$ cat config.mk
export PLATFORM = sky130hd
export DESIGN_NAME = r4u1_twiddle_mult
export DESIGN_NICKNAME = d
export VERILOG_FILES = /design/src/rtl/r4u1_twiddle_pkg.sv /design/src/rtl/r4u1_twiddle_mult_rom.sv /design/src/rtl/r4u1_twiddle_mult.sv
export SDC_FILE = /design/constraint.sdc
export NUM_CORES = 2
export LEC_CHECK = 0
export CAP_MARGIN = 10
export CORE_MARGIN = 10
export CORE_UTILIZATION = 29
export CTS_CLUSTER_DIAMETER = 60
export DETAILED_ROUTE_END_ITERATION = 16
export PLACE_DENSITY = 0.44
export SLEW_MARGIN = 5
export SYNTH_ARGS = -nofsm -noshare
export SYNTH_HDL_FRONTEND = slang
export SYNTH_SLANG_ARGS = --single-unit
$ cat constraint.sdc
create_clock -name clk_sys -period 8 [get_ports clk_sys]
set_clock_uncertainty 0.1 [all_clocks]
set_input_delay 1.2 -clock clk_sys [delete_from_list [all_inputs] [get_ports clk_sys]]
set_output_delay 1.2 -clock clk_sys [all_outputs]
set_load 0.05 [all_outputs]
$ cat src/rtl/r4u1_twiddle_pkg.sv
// Shared fixed-point constants and helpers for the radix-4 unit-1 datapath.
// Symmetric rounding, range test and group-size decode live here.
package r4u1_twiddle_pkg;

    localparam int MAN_WIDTH  = 16;
    localparam int EXP_WIDTH  = 6;
    localparam int TW_WIDTH   = 16;
    localparam int PROD_WIDTH = MAN_WIDTH + TW_WIDTH;
    localparam int SUM_WIDTH  = PROD_WIDTH + 1;

    // Quarter-group size: 4 for even log2 sizes, 8 for odd or illegal ones.
    function automatic logic [3:0] n_div_4(input logic [3:0] ldn);
        if (ldn >= 4'd4 && ldn <= 4'd11 && !ldn[0])
            return 4'd4;
        return 4'd8;
    endfunction

    // Arithmetic shift right by sh with ties rounded away from zero.
    function automatic logic signed [SUM_WIDTH-1:0] sym_round(
        input logic signed [SUM_WIDTH-1:0] x,
        input int                          sh
    );
        logic signed [SUM_WIDTH-1:0] half;
        logic signed [SUM_WIDTH-1:0] bias;
        half = $signed({{(SUM_WIDTH-1){1'b0}}, 1'b1} << (sh - 1));
        bias = half - $signed({{(SUM_WIDTH-1){1'b0}}, x[SUM_WIDTH-1]});
        return (x + bias) >>> sh;
    endfunction

    // True when x is representable as a MAN_WIDTH-bit signed mantissa.
    function automatic logic fits_man(input logic signed [SUM_WIDTH-1:0] x);
        logic [SUM_WIDTH-MAN_WIDTH:0] top;
        top = x[SUM_WIDTH-1:MAN_WIDTH-1];
        return (&top) | (~|top);
    endfunction

endpackage

$ cat src/rtl/r4u1_twiddle_mult_rom.sv
// 32-point twiddle table: cos and -sin of 2*pi*m/32 in Q2.14.
// Only the first quarter is stored; the rest follows by symmetry.
module r4u1_twiddle_rom
    import r4u1_twiddle_pkg::*;
(
    input  logic        [4:0]          m32,
    output logic signed [TW_WIDTH-1:0] cos_w,
    output logic signed [TW_WIDTH-1:0] msin_w
);

    function automatic logic signed [TW_WIDTH-1:0] qcos(input logic [3:0] k);
        unique case (k)
            4'd0:    return 16'sd16384;
            4'd1:    return 16'sd16069;
            4'd2:    return 16'sd15137;
            4'd3:    return 16'sd13623;
            4'd4:    return 16'sd11585;
            4'd5:    return 16'sd9102;
            4'd6:    return 16'sd6270;
            4'd7:    return 16'sd3196;
            default: return 16'sd0;
        endcase
    endfunction

    logic [3:0] r_lo;
    logic [3:0] r_hi;

    // Fold the index into the first quadrant and restore signs.
    always_comb begin
        r_lo   = {1'b0, m32[2:0]};
        r_hi   = 4'd8 - r_lo;
        cos_w  = '0;
        msin_w = '0;
        unique case (m32[4:3])
            2'd0: begin cos_w =  qcos(r_lo); msin_w = -qcos(r_hi); end
            2'd1: begin cos_w = -qcos(r_hi); msin_w = -qcos(r_lo); end
            2'd2: begin cos_w = -qcos(r_lo); msin_w =  qcos(r_hi); end
            2'd3: begin cos_w =  qcos(r_hi); msin_w =  qcos(r_lo); end
        endcase
    end

endmodule

$ cat src/rtl/r4u1_twiddle_mult.sv
// Unit-1 twiddle multiplier: BFP sample times W_L^(n*q), 3-cycle pipeline.
// Renormalises by one bit and bumps the exponent when the product overflows.
module r4u1_twiddle_mult
    import r4u1_twiddle_pkg::*;
(
    input  logic                        clk_sys,
    input  logic                        rst_sys,
    input  logic                        block_sync_i,
    input  logic                        next_sync_i,
    input  logic                        data_val_i,
    input  logic signed [MAN_WIDTH-1:0] data_real_i,
    input  logic signed [MAN_WIDTH-1:0] data_imag_i,
    input  logic signed [EXP_WIDTH-1:0] data_exp_i,
    input  logic        [3:0]           ldn_rg_i,
    input  logic                        k1_i,
    input  logic                        k2_i,
    output logic                        block_sync_o,
    output logic                        next_sync_o,
    output logic                        data_val_o,
    output logic signed [MAN_WIDTH-1:0] data_real_o,
    output logic signed [MAN_WIDTH-1:0] data_imag_o,
    output logic signed [EXP_WIDTH-1:0] data_exp_o
);

    logic [2:0] n_cnt;
    logic [1:0] q_reg;
    logic       armed;
    logic [3:0] nd4;
    logic [2:0] n_cur;
    logic [1:0] q_cur;
    logic [4:0] nq;
    logic [4:0] m32;
    logic       v_in;

    logic signed [TW_WIDTH-1:0] tw_cos;
    logic signed [TW_WIDTH-1:0] tw_msin;

    logic                         s1_v, s1_bs, s1_ns;
    logic signed [MAN_WIDTH-1:0]  s1_re, s1_im;
    logic signed [EXP_WIDTH-1:0]  s1_exp;
    logic signed [TW_WIDTH-1:0]   s1_c, s1_s;

    logic                         s2_v, s2_bs, s2_ns;
    logic signed [EXP_WIDTH-1:0]  s2_exp;
    logic signed [PROD_WIDTH-1:0] p_ac, p_bd, p_ad, p_bc;

    logic signed [SUM_WIDTH-1:0]  re_sum, im_sum;
    logic signed [SUM_WIDTH-1:0]  re_r, im_r, re_r1, im_r1;
    logic signed [SUM_WIDTH-1:0]  re_out, im_out;
    logic                         ovf;

    // Current sample/group index and the resulting table index.
    always_comb begin
        nd4   = n_div_4(ldn_rg_i);
        n_cur = next_sync_i ? 3'd0 : n_cnt;
        q_cur = next_sync_i ? {k2_i, k1_i} : q_reg;
        nq    = {2'b00, n_cur} * {3'b000, q_cur};
        m32   = (nd4 == 4'd4) ? {nq[3:0], 1'b0} : nq;
        v_in  = data_val_i & (next_sync_i | armed);
    end

    r4u1_twiddle_rom u_rom (
        .m32    (m32),
        .cos_w  (tw_cos),
        .msin_w (tw_msin)
    );

    // Sample counter and group register; disarmed by reset until next group.
    always_ff @(posedge clk_sys or posedge rst_sys) begin
        if (rst_sys) begin
            n_cnt <= '0;
            q_reg <= '0;
            armed <= 1'b0;
        end else if (data_val_i) begin
            if (next_sync_i) begin
                n_cnt <= 3'd1;
                q_reg <= {k2_i, k1_i};
                armed <= 1'b1;
            end else if ({1'b0, n_cnt} == nd4 - 4'd1) begin
                n_cnt <= 3'd0;
            end else begin
                n_cnt <= n_cnt + 3'd1;
            end
        end
    end

    // S1: capture sample, exponent, syncs and looked-up twiddle.
    always_ff @(posedge clk_sys or posedge rst_sys) begin
        if (rst_sys) begin
            s1_v   <= 1'b0;
            s1_bs  <= 1'b0;
            s1_ns  <= 1'b0;
            s1_re  <= '0;
            s1_im  <= '0;
            s1_exp <= '0;
            s1_c   <= '0;
            s1_s   <= '0;
        end else begin
            s1_v   <= v_in;
            s1_bs  <= block_sync_i & v_in;
            s1_ns  <= next_sync_i & v_in;
            s1_re  <= data_real_i;
            s1_im  <= data_imag_i;
            s1_exp <= data_exp_i;
            s1_c   <= tw_cos;
            s1_s   <= tw_msin;
        end
    end

    // S2: the four partial products.
    always_ff @(posedge clk_sys or posedge rst_sys) begin
        if (rst_sys) begin
            s2_v   <= 1'b0;
            s2_bs  <= 1'b0;
            s2_ns  <= 1'b0;
            s2_exp <= '0;
            p_ac   <= '0;
            p_bd   <= '0;
            p_ad   <= '0;
            p_bc   <= '0;
        end else begin
            s2_v   <= s1_v;
            s2_bs  <= s1_bs;
            s2_ns  <= s1_ns;
            s2_exp <= s1_exp;
            p_ac   <= PROD_WIDTH'(s1_re) * PROD_WIDTH'(s1_c);
            p_bd   <= PROD_WIDTH'(s1_im) * PROD_WIDTH'(s1_s);
            p_ad   <= PROD_WIDTH'(s1_re) * PROD_WIDTH'(s1_s);
            p_bc   <= PROD_WIDTH'(s1_im) * PROD_WIDTH'(s1_c);
        end
    end

    // S3 combine: complex sum, rounding, one-bit renormalisation on overflow.
    always_comb begin
        re_sum = $signed({p_ac[PROD_WIDTH-1], p_ac})
               - $signed({p_bd[PROD_WIDTH-1], p_bd});
        im_sum = $signed({p_ad[PROD_WIDTH-1], p_ad})
               + $signed({p_bc[PROD_WIDTH-1], p_bc});
        re_r   = sym_round(re_sum, TW_WIDTH - 2);
        im_r   = sym_round(im_sum, TW_WIDTH - 2);
        re_r1  = sym_round(re_sum, TW_WIDTH - 1);
        im_r1  = sym_round(im_sum, TW_WIDTH - 1);
        ovf    = !fits_man(re_r) || !fits_man(im_r);
        re_out = ovf ? re_r1 : re_r;
        im_out = ovf ? im_r1 : im_r;
    end

    // S3 register: outputs, data forced to zero on bubbles.
    always_ff @(posedge clk_sys or posedge rst_sys) begin
        if (rst_sys) begin
            data_val_o   <= 1'b0;
            block_sync_o <= 1'b0;
            next_sync_o  <= 1'b0;
            data_real_o  <= '0;
            data_imag_o  <= '0;
            data_exp_o   <= '0;
        end else begin
            data_val_o   <= s2_v;
            block_sync_o <= s2_bs;
            next_sync_o  <= s2_ns;
            data_real_o  <= s2_v ? re_out[MAN_WIDTH-1:0] : '0;
            data_imag_o  <= s2_v ? im_out[MAN_WIDTH-1:0] : '0;
            data_exp_o   <= s2_v ? (s2_exp + EXP_WIDTH'(ovf)) : '0;
        end
    end

endmodule

==> results.py <==
metrics = {
    "timing": {
        "fin_ws_ns": 0.4055,
        "hold_viol": 0,
        "max_freq_mhz": 131.7,
        "tns_ns": 0,
        "timing.final.crit_share_pct": 94.93,
        "slew_headroom_pct": 13.55,
        "worst_slew_pin_slew_ns": 1.295,
        "rsz0062_at_grt": "false",
        "finalSetupViolations": 0,
        "final_max_slew_viol_count": 0,
        "period_minus_slack_ns": 7.594,
    },
    "setup_path": {
        "critPathSlowestCell": "dfrtp_1",
        "crit_arrival_ns": 8.03,
        "start_kind": "register",
        "crit_chain": "nand2_1 -> fa_1 -> inv_1 -> fa_1 -> inv_1 -> fa_1 -> fa_1 -> inv_1 -> fa_1 -> inv_1 -> fa_1 -> inv_1 -> ha_1 -> nor2b_1 -> a41oi_1 -> a211oi_1 -> a2111oi_0 -> o21bai_1 -> a211oi_1 -> buf_4 -> o21ai_0 -> a41oi_1 -> o21ai_0 -> xor2_1",
        "crit_type": "reg -> reg",
        "cp_slowest_stage_delay_ns": 0.79,
        "path_common_cell": "fa_1",
        "crit_path_end_kind": "register",
        "ff2ff_setup_slack_ns": 0.41,
        "cp_max_fo": 13,
        "required_ns": 8.44,
    },
    "placed_design": {
        "pre_cts_ws_ns": 0.3478,
        "gp_congestion": 0.8252,
        "hpwl_mm": 129.4,
        "io_buffers": 88,
        "placed_area_sq_mm": 0.05782,
        "dp_cells": 8311,
    },
    "synth": {
        "postSynthCellCount": 5865,
        "ys_types": 91,
        "syn_avg_cell_area_sq_um": 9.141,
        "synth_sequential_area_ratio_pct": 12.00,
        "synth_seq_cells": 257,
        "synthesis.area_sq_mm": 0.05361,
        "synth_nets": 7394,
        "synthArstFlopShare_pct": 100.0,
        "ys.flop_type": "dfrtp_1",
        "yosysWarnings": 0,
        "synth-edff-count": 0,
    },
    "detailed_routing": {
        "wl_mm": 154.6,
        "wl_per_cell_microns": 18.38,
        "drt_iter0_markers": 2212,
        "drc": 0,
        "vias_per_cell": 4.552,
        "dr.pass1.iters": 6,
        "dr_total_vias": 38280,
        "detail-route-antenna-nets": 0,
    },
    "clock_network": {
        "cts_root_buf": "clkbuf_16",
        "ctsResizeCount": 0,
        "cts_tree": "yes",
        "worst_skew_pair.late_latency_ns": 0.67,
        "path_clk_slew_ns": 0.05,
        "clkSinkCount": 257,
        "clk_path_buf_depth": 3,
        "cts_htree_levels": 2,
        "cts-buffers-inserted": 52,
        "post-cts-setup-buffers": 0,
        "hold_buffers": 0,
    },
    "die": {
        "initial_core_util_pct": 29.22,
        "die-area_sq_mm": 0.2025,
        "die_w_microns": 450.0,
        "pin_count": 90,
        "core_sq_mm": 0.1835,
        "rows": 157,
        "die_h_microns": 450.0,
    },
    "grt": {
        "grt_pass1_wl_mm": 246.5,
        "grt_pass1_vias": 40699,
        "antenna_found_initial": 7,
        "grt-ovfl-total": 0,
        "grt_max_degree": 118,
        "grt_use_total_pct": 15.48,
    },
    "run": {
        "drv_cap": 0,
    },
    "cells_and_area": {
        "postLayoutCellArea_sq_mm": 0.05961,
        "drive_gt1_share_pct": 5.048,
        "layout.nets": 7430,
        "areaGrowthSynthToFinish_pct": 11.19,
        "instances_no_fill": 8410,
    },
    "run_status": {
        "status": "finished, final reports clean",
    },
    "min_path": {
        "hold_class": "reg -> reg",
    },
}
-- logic make-up (layout without fill, tap and decap cells) --
family                     after synthesis  count (layout)  synth area share [%]
and+or+nand+nor                       1700            1700                 15.64
other                                    0               3                     0
muxes                                   12              12                0.2287
adders and majority gates             1480            1480                 49.28
DFF                                    257             257                 12.00
buffers and inverters                 1529            1607                 10.75
xor gates and xnor gates               257             257                 4.226
AOI/OAI and AO/OA                      630             630                 7.872
-- stage by stage --
step                hold WS [ns]  utilization [%]
floorplan                 0.2312                -
global placement          0.2337            31.51
detailed placement        0.2364            31.51
CTS                       0.2476            32.48
global route              0.2514            32.49
finish                    0.2439            32.49
-- area by class of cell --
| class | count | area (sq um) |
|---|---|---|
| tap | 2464 | 3083 |
| antenna | 3 | 7.507 |
| clock inverter | 37 | 407.9 |
| fill | 19211 | 123900 |
| clock buffer | 59 | 1369 |
| multi-input combinational | 4079 | 41440 |
| inverter | 1277 | 4797 |
| sequential | 257 | 6441 |
| timing repair buffer | 234 | 2064 |
-- worst max-delay path, delay by kind of cell, from the launching register on --
family	cells	cell delay [ns]
adder cells (fa/ha/maj)	7	3.36
AO/OA/AOI/OAI	8	2.29
flip-flops	1	0.79
buffers and inverters	6	0.41
AND/OR/NAND/NOR	2	0.34
XOR/XNOR	1	0.16
-- final timing paths --
| path | startpoint | end | cells past startpoint |
|---|---|---|---|
| hold / removal | s1_exp[3] | s2_exp[3] | 0 |
| setup reg to reg | s1_im[7] | p_bd[30] | 24 |
| max in group asynchronous | rst_sys | s1_im[11] | 4 |
| setup / recovery | s1_im[7] | p_bd[30] | 24 |
| hold reg to reg | s1_exp[3] | s2_exp[3] | 0 |
| min in group asynchronous | rst_sys | data_val_o | 3 |
-- routing by layer --
layer  vias up  GRT usage [%]  wire, microns
li1      17919              -              -
met1     19605          22.70          75540
met2       646          24.45          69560
met3       110          1.942           6438
met4         0          2.975           3013
met5         -              0              0
-- placed cells by master, fill, tap and decap left out, drive strengths merged, types with 9 or more instances in the layout --
cell           count
a2111oi           16
a211oi            34
a21o              67
a21oi            191
a31oi             19
and2             461
and3              33
buf              146
clkbuf            59
clkdlybuf4s50     88
clkinv            12
dfrtp            257
fa              1053
ha               427
inv             1290
mux2i             10
nand2            685
nand2b            74
nand3             66
nand4             23
nor2             195
nor2b             27
nor3              70
nor4               9
o211a             13
o211ai            25
o21a              28
o21ai            114
o21bai            35
o31ai              9
or2               13
or3               16
xnor2            199
xor2              58
-- synth_stat cells, drive strengths merged (4+ instances only) --
cell type | instances | area share, %
a2111oi | 16 | 0.28
a211o | 7 | 0.11
a211oi | 34 | 0.57
a21boi | 8 | 0.11
a21o | 67 | 0.94
a21oi | 191 | 1.8
a221oi | 4 | 0.065
a22oi | 5 | 0.070
a31o | 4 | 0.065
a31oi | 19 | 0.29
a41oi | 5 | 0.082
and2 | 461 | 5.4
and3 | 33 | 0.39
and4 | 6 | 0.10
buf | 16 | 0.16
clkbuf | 236 | 1.7
dfrtp | 257 | 12
fa | 1053 | 39
ha | 427 | 10
inv | 1276 | 8.9
mux2i | 10 | 0.19
nand2 | 685 | 4.8
nand2b | 74 | 0.86
nand3 | 66 | 0.62
nand3b | 6 | 0.084
nand4 | 23 | 0.28
nor2 | 195 | 1.4
nor2b | 27 | 0.33
nor3 | 70 | 0.67
nor3b | 5 | 0.079
nor4 | 9 | 0.11
o2111ai | 5 | 0.082
o211a | 13 | 0.24
o211ai | 25 | 0.35
o21a | 28 | 0.39
o21ai | 114 | 1.1
o21bai | 35 | 0.49
o311a | 4 | 0.075
o31a | 8 | 0.13
o31ai | 9 | 0.14
o41ai | 7 | 0.11
or2 | 13 | 0.15
or3 | 16 | 0.19
xnor2 | 199 | 3.3
xor2 | 58 | 0.95
Power is not shown: default switching activity piles up to over one toggle a cycle in this logic, so the estimate is an artifact.
